File: src/rtl/int_pkg.sv
// Shared constants, gateway state encoding and field helper for the interrupt claim arbiter.
package int_pkg;

  localparam int NSRC   = 31;
  localparam int PRIO_W = 3;
  localparam int ID_W   = 5;

  typedef enum logic [1:0] {
    GW_IDLE = 2'd0,
    GW_PEND = 2'd1,
    GW_INFL = 2'd2
  } gw_state_e;

  // Extract the priority field of source idx from the packed priority vector.
  function automatic logic [PRIO_W-1:0] prio_of(input logic [(NSRC+1)*PRIO_W-1:0] vec,
                                                input int idx);
    prio_of = vec[idx*PRIO_W +: PRIO_W];
  endfunction

endpackage

File: src/rtl/int_gateway.sv
// Per-source gateway: IDLE/PEND/INFL state machine with level or (INT_EDGE_TRIG_EN) edge trigger.
module int_gateway
  import int_pkg::*;
(
  input  logic clk,
  input  logic rst,
  input  logic irq,
  input  logic claim,
  input  logic cmpl,
  output logic pend
);

  gw_state_e state_q, state_d;
  logic      trig_s;

`ifdef INT_EDGE_TRIG_EN
  logic irq_prev_q, irq_prev_d;

  assign irq_prev_d = irq;

  // Previous-sample flop used to detect rising edges of the source line.
  always_ff @(posedge clk) begin
    if (rst) begin
      irq_prev_q <= 1'b0;
    end else begin
      irq_prev_q <= irq_prev_d;
    end
  end

  assign trig_s = irq & ~irq_prev_q;
`else
  assign trig_s = irq;
`endif

  // Gateway state register.
  always_ff @(posedge clk) begin
    if (rst) begin
      state_q <= GW_IDLE;
    end else begin
      state_q <= state_d;
    end
  end

  // Next-state logic; triggers arriving while PEND or INFL are dropped.
  always_comb begin
    state_d = state_q;
    case (state_q)
      GW_IDLE: begin
        if (trig_s) begin
          state_d = GW_PEND;
        end else begin
          state_d = GW_IDLE;
        end
      end
      GW_PEND: begin
        if (claim) begin
          state_d = GW_INFL;
        end else begin
          state_d = GW_PEND;
        end
      end
      GW_INFL: begin
        if (cmpl) begin
          state_d = GW_IDLE;
        end else begin
          state_d = GW_INFL;
        end
      end
      default: state_d = GW_IDLE;
    endcase
  end

  assign pend = (state_q == GW_PEND);

endmodule

File: src/rtl/int_claim_arb.sv
// Interrupt gateways, registered priority arbiter and claim/complete engine for one hart.
// Optional build macro: INT_EDGE_TRIG_EN selects edge-triggered gateways (default: level).
module int_claim_arb
  import int_pkg::*;
(
  input  logic                       clk,
  input  logic                       rst,
  input  logic [NSRC:0]              src_irq,
  input  logic [NSRC:0]              src_ie,
  input  logic [(NSRC+1)*PRIO_W-1:0] src_prio,
  input  logic [PRIO_W-1:0]          threshold,
  input  logic                       claim_req,
  output logic                       claim_vld,
  output logic [ID_W-1:0]            claim_id,
  input  logic                       cmpl_req,
  input  logic [ID_W-1:0]            cmpl_id,
  output logic [NSRC:0]              pending,
  output logic                       eip
);

  logic [NSRC:0]     pend_s;
  logic [NSRC:0]     cand_s;
  logic [NSRC:0]     gw_claim_s;
  logic [NSRC:0]     gw_cmpl_s;
  logic              claim_ok_s;

  logic [ID_W-1:0]   best_id_q, best_id_d;
  logic [PRIO_W-1:0] best_prio_q, best_prio_d;
  logic              eip_q, eip_d;
  logic              claim_vld_q, claim_vld_d;
  logic [ID_W-1:0]   claim_id_q, claim_id_d;

  assign pend_s[0]     = 1'b0;
  assign cand_s[0]     = 1'b0;
  assign gw_claim_s[0] = 1'b0;
  assign gw_cmpl_s[0]  = 1'b0;

  // A claim is honoured only if last cycle's winner is still a candidate now.
  assign claim_ok_s = claim_req & (best_id_q != {ID_W{1'b0}}) & cand_s[best_id_q];

  for (genvar g = 1; g <= NSRC; g++) begin : gen_src
    assign cand_s[g]     = pend_s[g] & src_ie[g] & (prio_of(src_prio, g) > threshold);
    assign gw_claim_s[g] = claim_ok_s & (best_id_q == ID_W'(g));
    assign gw_cmpl_s[g]  = cmpl_req & (cmpl_id == ID_W'(g));

    int_gateway u_gw (
      .clk   (clk),
      .rst   (rst),
      .irq   (src_irq[g]),
      .claim (gw_claim_s[g]),
      .cmpl  (gw_cmpl_s[g]),
      .pend  (pend_s[g])
    );
  end

  // Priority search: strict greater-than keeps the lowest ID on ties.
  always_comb begin
    best_id_d   = {ID_W{1'b0}};
    best_prio_d = {PRIO_W{1'b0}};
    for (int i = 1; i <= NSRC; i++) begin
      if (cand_s[i] && (prio_of(src_prio, i) > best_prio_d)) begin
        best_id_d   = ID_W'(i);
        best_prio_d = prio_of(src_prio, i);
      end else begin
        best_id_d   = best_id_d;
        best_prio_d = best_prio_d;
      end
    end
  end

  // Next values for the hart request and the claim response.
  always_comb begin
    eip_d       = (best_id_d != {ID_W{1'b0}});
    claim_vld_d = claim_req;
    if (claim_ok_s) begin
      claim_id_d = best_id_q;
    end else begin
      claim_id_d = {ID_W{1'b0}};
    end
  end

  // Arbiter result and output registers.
  always_ff @(posedge clk) begin
    if (rst) begin
      best_id_q   <= {ID_W{1'b0}};
      best_prio_q <= {PRIO_W{1'b0}};
      eip_q       <= 1'b0;
      claim_vld_q <= 1'b0;
      claim_id_q  <= {ID_W{1'b0}};
    end else begin
      best_id_q   <= best_id_d;
      best_prio_q <= best_prio_d;
      eip_q       <= eip_d;
      claim_vld_q <= claim_vld_d;
      claim_id_q  <= claim_id_d;
    end
  end

  assign pending   = pend_s;
  assign eip       = eip_q;
  assign claim_vld = claim_vld_q;
  assign claim_id  = claim_id_q;

  // Source 0 inputs and the stored winning priority have no consumer.
  logic unused_s;
  assign unused_s = ^{src_irq[0], src_ie[0], src_prio[PRIO_W-1:0], best_prio_q};

endmodule

File: config.mk
export PLATFORM = sky130hd
export DESIGN_NAME = int_claim_arb
export DESIGN_NICKNAME = d
export VERILOG_FILES = /design/src/rtl/int_pkg.sv /design/src/rtl/int_gateway.sv /design/src/rtl/int_claim_arb.sv
export SDC_FILE = /design/constraint.sdc
export NUM_CORES = 1
export LEC_CHECK = 0
export BUFFER_PORTS_ARGS = -buffer_cell sky130_fd_sc_hd__buf_2
export CORE_AREA = 2 2 93 185
export CTS_BUF_LIST = sky130_fd_sc_hd__clkbuf_2 sky130_fd_sc_hd__clkbuf_4 sky130_fd_sc_hd__clkbuf_8
export CTS_CLUSTER_SIZE = 20
export DETAILED_ROUTE_END_ITERATION = 10
export DIE_AREA = 0 0 95 187
export PLACE_DENSITY = 0.88
export SLEW_MARGIN = 0
export SYNTH_ARGS = -nofsm -noshare
export SYNTH_HDL_FRONTEND = slang
export SYNTH_SLANG_ARGS = --single-unit
File: constraint.sdc
create_clock -name clk -period 59 [get_ports clk]
set_input_delay 0 -clock clk [delete_from_list [all_inputs] [get_ports clk]]
set_output_delay 0 -clock clk [all_outputs]
set_load 0.01 [all_outputs]
# --- Word-level counts from Yosys, hierarchy flattened ---
# Cells that the tools add are included.
# Widths: inputs -> output; s select.
op_classes:
  order_cmp: 63
  n_eq_ne: 124
  muxes: 187
  n_bitwise: 127
  n_reduce_logical: 65
ops:
  columns: ["op", "n"]
  rows:
  - ["$pmux 2 s3", 31]
  - ["$gt 3x3->1", 61]
  - ["$eq 5x5->1 const B", 32]
  - ["$mux 5", 30]
  - ["$and 1x1->1", 126]
  - ["$mux 2", 62]
  - ["$mux 3", 30]
  - ["$eq 5x4->1 const B", 16]
  - ["$eq 2x1->1 const B", 31]
  - ["$eq 2x2->1 const B", 31]
  - ["$logic_not 2->1", 31]
  - ["$eq 5x3->1 const B", 8]
  - ["$mux 1", 33]
  - ["$logic_and 1x1->1", 31]
  - ["$eq 5x2->1 const B", 4]
  - ["$eq 5x1->1 const B", 2]
  - ["$reduce_bool 5->1", 2]
  - ["$lt 5x6->1 const B", 1]
  - ["$bmux 1 s5", 1]
  - ["$gt 3x1->1 const B", 1]
  - ["$reduce_or 2->1", 1]
  - ["$not 1->1", 1]
word_totals:
  regBits: 74
  in_bits: 172
  out_inout_bits: 39
  word_cells: 601

# --- Longest topological paths before layout ---
depth:
  word_depth: 96
  ltp_mapped: 213
  depth_no_buf: 211

# --- Hierarchy ---
# A second synthesis with hierarchy kept.
unflattened:
  cells_unflattened: 1398
  area_unflattened_um2: 10516.3
modules_own_cells:
  columns: ["mod", "n_inst", "cells_each", "area_per_inst_um2", "seq_area_each_um2"]
  rows:
  - ["int_claim_arb", 1, 1119, 7801.2, 240.2]
  - ["int_gateway", 31, 9, 87.6, 40.0]

# --- Least setup slack after synthesis ---
# Ideal clock, no wire load.
synth_timing:
  kind: "input to register"
  startpoint: "input threshold[2]"
  endpoint: "register eip_q (netlist: eip)"
  arrival_ns: 37.611
  required_time_ns: 58.861
  path_slack_ns: 21.250
  stages: 207
  path_cell_list: "inv_1 ha_1 nand3_1 and3_1 nand3_1 ha_1 a21oi_1 a32oi_2 and3_1 buf_6 o21a_1 ha_1 a21oi_1 a32oi_1 nand3_1 buf_2 mux2_2 ha_1 (+171 left out) nor4b_4 mux2i_1 ha_1 a21o_1 a21oi_1 a31oi_1 nand2_1 nor2_1 a21o_1 ha_1 a21o_1 a21oi_1 a31oi_1 nand2_1 and2_1 nand3_1 nor4b_1 a31oi_1"
synth_via:
  elab_chain_len: 95
  elab_cells_between_ends: 185
synth_rtl:
  columns: ["element", "line_no", "text"]
  rows:
  - ["from (decl)", "int_claim_arb.sv:11", "input logic [PRIO_W-1:0] threshold,"]
  - ["$gt 3x3->1", "int_claim_arb.sv:42", "assign cand_s[g] = pend_s[g] & src_ie[g] & (prio_of(src_prio, g) > threshold);"]
  - ["$and 1x1->1", "int_claim_arb.sv:42", null]
  - ["$logic_and 1x1->1", "int_claim_arb.sv:61", "if (cand_s[i] && (prio_of(src_prio, i) > best_prio_d)) begin"]
  - ["$mux 3", "int_claim_arb.sv:61", null]
  - ["$gt 3x3->1", "int_claim_arb.sv:61", null]
  - ["$logic_and 1x1->1", "int_claim_arb.sv:61", null]
  - ["$mux 3", "int_claim_arb.sv:61", null]
  - ["$gt 3x3->1", "int_claim_arb.sv:61", null]
  - ["(+79 left out)", null, null]
  - ["$mux 3", "int_claim_arb.sv:61", null]
  - ["$gt 3x3->1", "int_claim_arb.sv:61", null]
  - ["$logic_and 1x1->1", "int_claim_arb.sv:61", null]
  - ["$mux 3", "int_claim_arb.sv:61", null]
  - ["$gt 3x3->1", "int_claim_arb.sv:61", null]
  - ["$logic_and 1x1->1", "int_claim_arb.sv:61", null]
  - ["$mux 5 *", "int_claim_arb.sv:61", null]
  - ["$reduce_bool 5->1 *", "int_claim_arb.sv:73", "eip_d = (best_id_d != {ID_W{1'b0}});"]
  - ["to (signal assigned)", "int_claim_arb.sv:93", "eip_q <= eip_d;"]
  - ["to (decl)", "int_claim_arb.sv:29", "logic eip_q, eip_d;"]
# Mark *: on every way between the ends. The rest lies on a longest branch, timed or not.
# A chain may end at the register's enable or synchronous reset.

# --- Worst setup path in the final report ---
# Ends and elaborated chain as after synthesis.

==> metrics.yaml <==
route:
  first_pass_iters: 6
  routed_via_density: 6.541
  drtAntennaViolNets: 0
  wl_um: 33770
  avgRoutedWirePerCell_um: 19.23
  drc: 0
  dr_total_vias: 11486
  drt_iter0_markers: 926
grt:
  grt.total_usage: 0.3743
  grt_pass1_wl_um: 53980
  grt_pass1_vias: 11329
  antenna_found_initial: 0
  grt_max_degree: 72
  grt_overflow: 0
die:
  die_area_um2: 17770
  start_util: 0.6114
  core_area_um2: 16510
  fp.dieW_um: 95
  io_pins: 211
  fp-row-count: 67
  die-height_um: 187
critical_path:
  cp_common_cell: "nor2_1"
  critPathMaxFanout: 31
  worstReg2RegEnd: "eip"
  slowest_stage: "o41ai_1"
  startpoint: "threshold[2]"
  slowest_delay_ns: 0.58
  endpoint_kind: "register"
  reg2reg_depth: 202
  cp-endpoint: "eip"
  cp-start-kind: "input pin"
  reg2reg_from: "gen_src[1].u_gw.state_q[0]"
  worstPathRequired_ns: 59.21
  arrival_ns: 43.78
  path_class: "in -> reg"
  reg2reg_slack_ns: 15.57
placed_design:
  routabilityCongestion: 0.9459
  dp_hpwl_um: 26020
  portBuffers: 204
  pre_cts_slack_ns: 15.95
cts:
  cts_tree: "built"
  clk_pin_slew_ns: 0.08
  clk_path_buf_depth: 2
  postCtsResizedCells: 0
  clock_latency_ns: 0.36
  clock_sinks: 74
  cts_root_buf: "clkbuf_8"
  h-tree-depth: 3
  numCtsBuffers: 9
synth:
  synth_fp_nets: 1653
  synth_most_common_cell: "nor2_1"
  synth_top_area_cell: "ha_1"
  synth_edf_count: 0
  netlist_instances: 1349
  yosysSeqAreaShare: 0.1467
  ys_types: 102
  netlist_area_um2: 10100
  yosysTopAreaCellShare: 0.1636
  netlist_top_cells_count: "nor2_1, ha_1, nand2_1"
  synthFlopType: "dfxtp_1"
  async_reset_ff_frac: 0
  yosysWarnings: 0
  synthTopCellsByArea: "ha_1, dfxtp_1, a21oi_1"
  ys_seq_elements: 74
  avgSynthCellArea_um2: 7.485
sta:
  maxSlewViolCount: 0
  fin_setup_tns_ns: 0
  setup_viol: 0
  worstMarginPinSlew_ns: 1.079
  max_freq_mhz: 22.95
  fin_crit_ns: 43.57
  slew-limit-headroom: 0.2756
  hold_viol: 0
  rsz0062_at_grt: "no"
  finalClockSkew_ns: 0.01101
  fin_crit_sh: 0.7384
  setup_ws_ns: 15.43
layout:
  nets: 1848
  syn2layout_area_growth_pct: 14.89
  n_antenna_cell: 0
  drive_above_1_share: 0.1930
hold_path:
  hp-start: "src_irq[16]"
  hold_path_class: "in -> reg"
run_status:
  status: "finished clean"
flow_run:
  cap_violations: 0
power:
  p_leak_nw: 5.345
  peakVddDrop_mv: 0.02792
  p_per_area_nw_per_um2: 20.95
## metal layers
metal | vias to the layer above | routed length, um | track usage
met5 | - | 0 | 0
met4 | 0 | 1792 | 0.1756
met3 | 133 | 2669 | 0.05439
met2 | 629 | 16430 | 0.6487
met1 | 5295 | 12880 | 0.4422
li1 | 5429 | - | -
## worst min-delay path by stage
stage	to	slack, ns	depth (start not counted)
after global routing	gen_src[16].u_gw.state_q[0]	0.01	3
after CTS	gen_src[16].u_gw.state_q[0]	0.0005	3
after detailed placement	gen_src[19].u_gw.state_q[0]	0.23	2
after global placement	gen_src[19].u_gw.state_q[0]	0.23	2
final	gen_src[16].u_gw.state_q[0]	0.009	3
after floorplan	claim_vld	0.13	1
## worst max-delay path: cells and delay by family
family          cells  cell delay (ns)
simple gates       82            12.85
buf+inv             7             0.91
mux                 8             2.86
fa+ha+maj          40            12.08
compound gates     69            15.07
## cell usage in the layout (no fill, tap or decap), types with 5 or more instances in the layout
| master | count |
|---|---|
| nand2b_1 | 23 |
| a2111oi_0 | 23 |
| o211a_1 | 11 |
| a31oi_1 | 17 |
| o21ai_1 | 7 |
| clkbuf_8 | 9 |
| and2_1 | 28 |
| and3_1 | 15 |
| a21oi_1 | 115 |
| nand4_1 | 10 |
| o211ai_1 | 13 |
| nor3_1 | 23 |
| mux2_2 | 7 |
| nand3b_1 | 10 |
| a22oi_1 | 8 |
| or2_2 | 14 |
| buf_4 | 7 |
| mux4_2 | 9 |
| nand2_1 | 117 |
| buf_2 | 204 |
| dfxtp_1 | 74 |
| nor2b_1 | 46 |
| nor3b_1 | 15 |
| inv_1 | 85 |
| nand3_1 | 62 |
| dlygate4sd3_1 | 30 |
| maj3_1 | 12 |
| a21o_1 | 34 |
| o311ai_0 | 5 |
| a21boi_0 | 7 |
| o21a_1 | 12 |
| ha_1 | 132 |
| nor2_1 | 147 |
| o21bai_1 | 6 |
| a211oi_1 | 11 |
| o21ai_0 | 52 |
| o22ai_1 | 5 |
| a311oi_1 | 26 |
## where the power goes
part	internal, mW	switching [mW]
logic	0.0570	0.0832
registers	0.0531	0.00526
clock network	0.0244	0.0200
## flip-flops by register name, indices dropped and copies added, names as in the netlist
signal                count
eip                       1
best_id_q                 5
claim_vld                 1
claim_id                  5
gen_src.u_gw.state_q     62
## layout make-up
type / count / area [um^2]
Clock buffer: 10 / 131.4
Clock inverter: 6 / 90.09
Fill cell: 1333 / 4913
Inverter: 85 / 319.1
Multi-Input combinational cell: 1133 / 7946
Sequential cell: 74 / 1481
Tap cell: 207 / 259.0
Timing Repair Buffer: 241 / 1374
## cell families after synthesis
family	count (synthesis)	share of synthesized area
DFF	74	0.1467
AOI/OAI and AO/OA	425	0.3053
muxes	22	0.03532
adders and majority gates	144	0.1755
buffers and inverters	142	0.06629
other	1	0.0003714
and+or+nand+nor	541	0.2705
## stage by stage
| stage | cell area (um^2) | hold slack [ns] | cells | total power, mW | utilization |
|---|---|---|---|---|---|
| floorplan | 10100 | 0.1282 | 1349 | 0.1570 | - |
| global placement | 11080 | 0.2254 | 1710 | 0.1876 | 0.6709 |
| detailed placement | 11080 | 0.2332 | 1710 | 0.1941 | 0.6709 |
| CTS | 11600 | 0.0005099 | 1756 | 0.2391 | 0.7025 |
| global route | 11600 | 0.01264 | 1756 | 0.2603 | 0.7025 |
| finish | 11600 | 0.008699 | 1756 | 0.2430 | 0.7025 |
## what timing repair did
| action | 4_1_cts | 5_1_grt |
|---|---|---|
| hold buffers | 30 | 0 |
| setup buffers | 0 | 0 |
| hold endpoints to repair | 30 | 0 |
No activity file was read; power rests on OpenSTA's default activity.
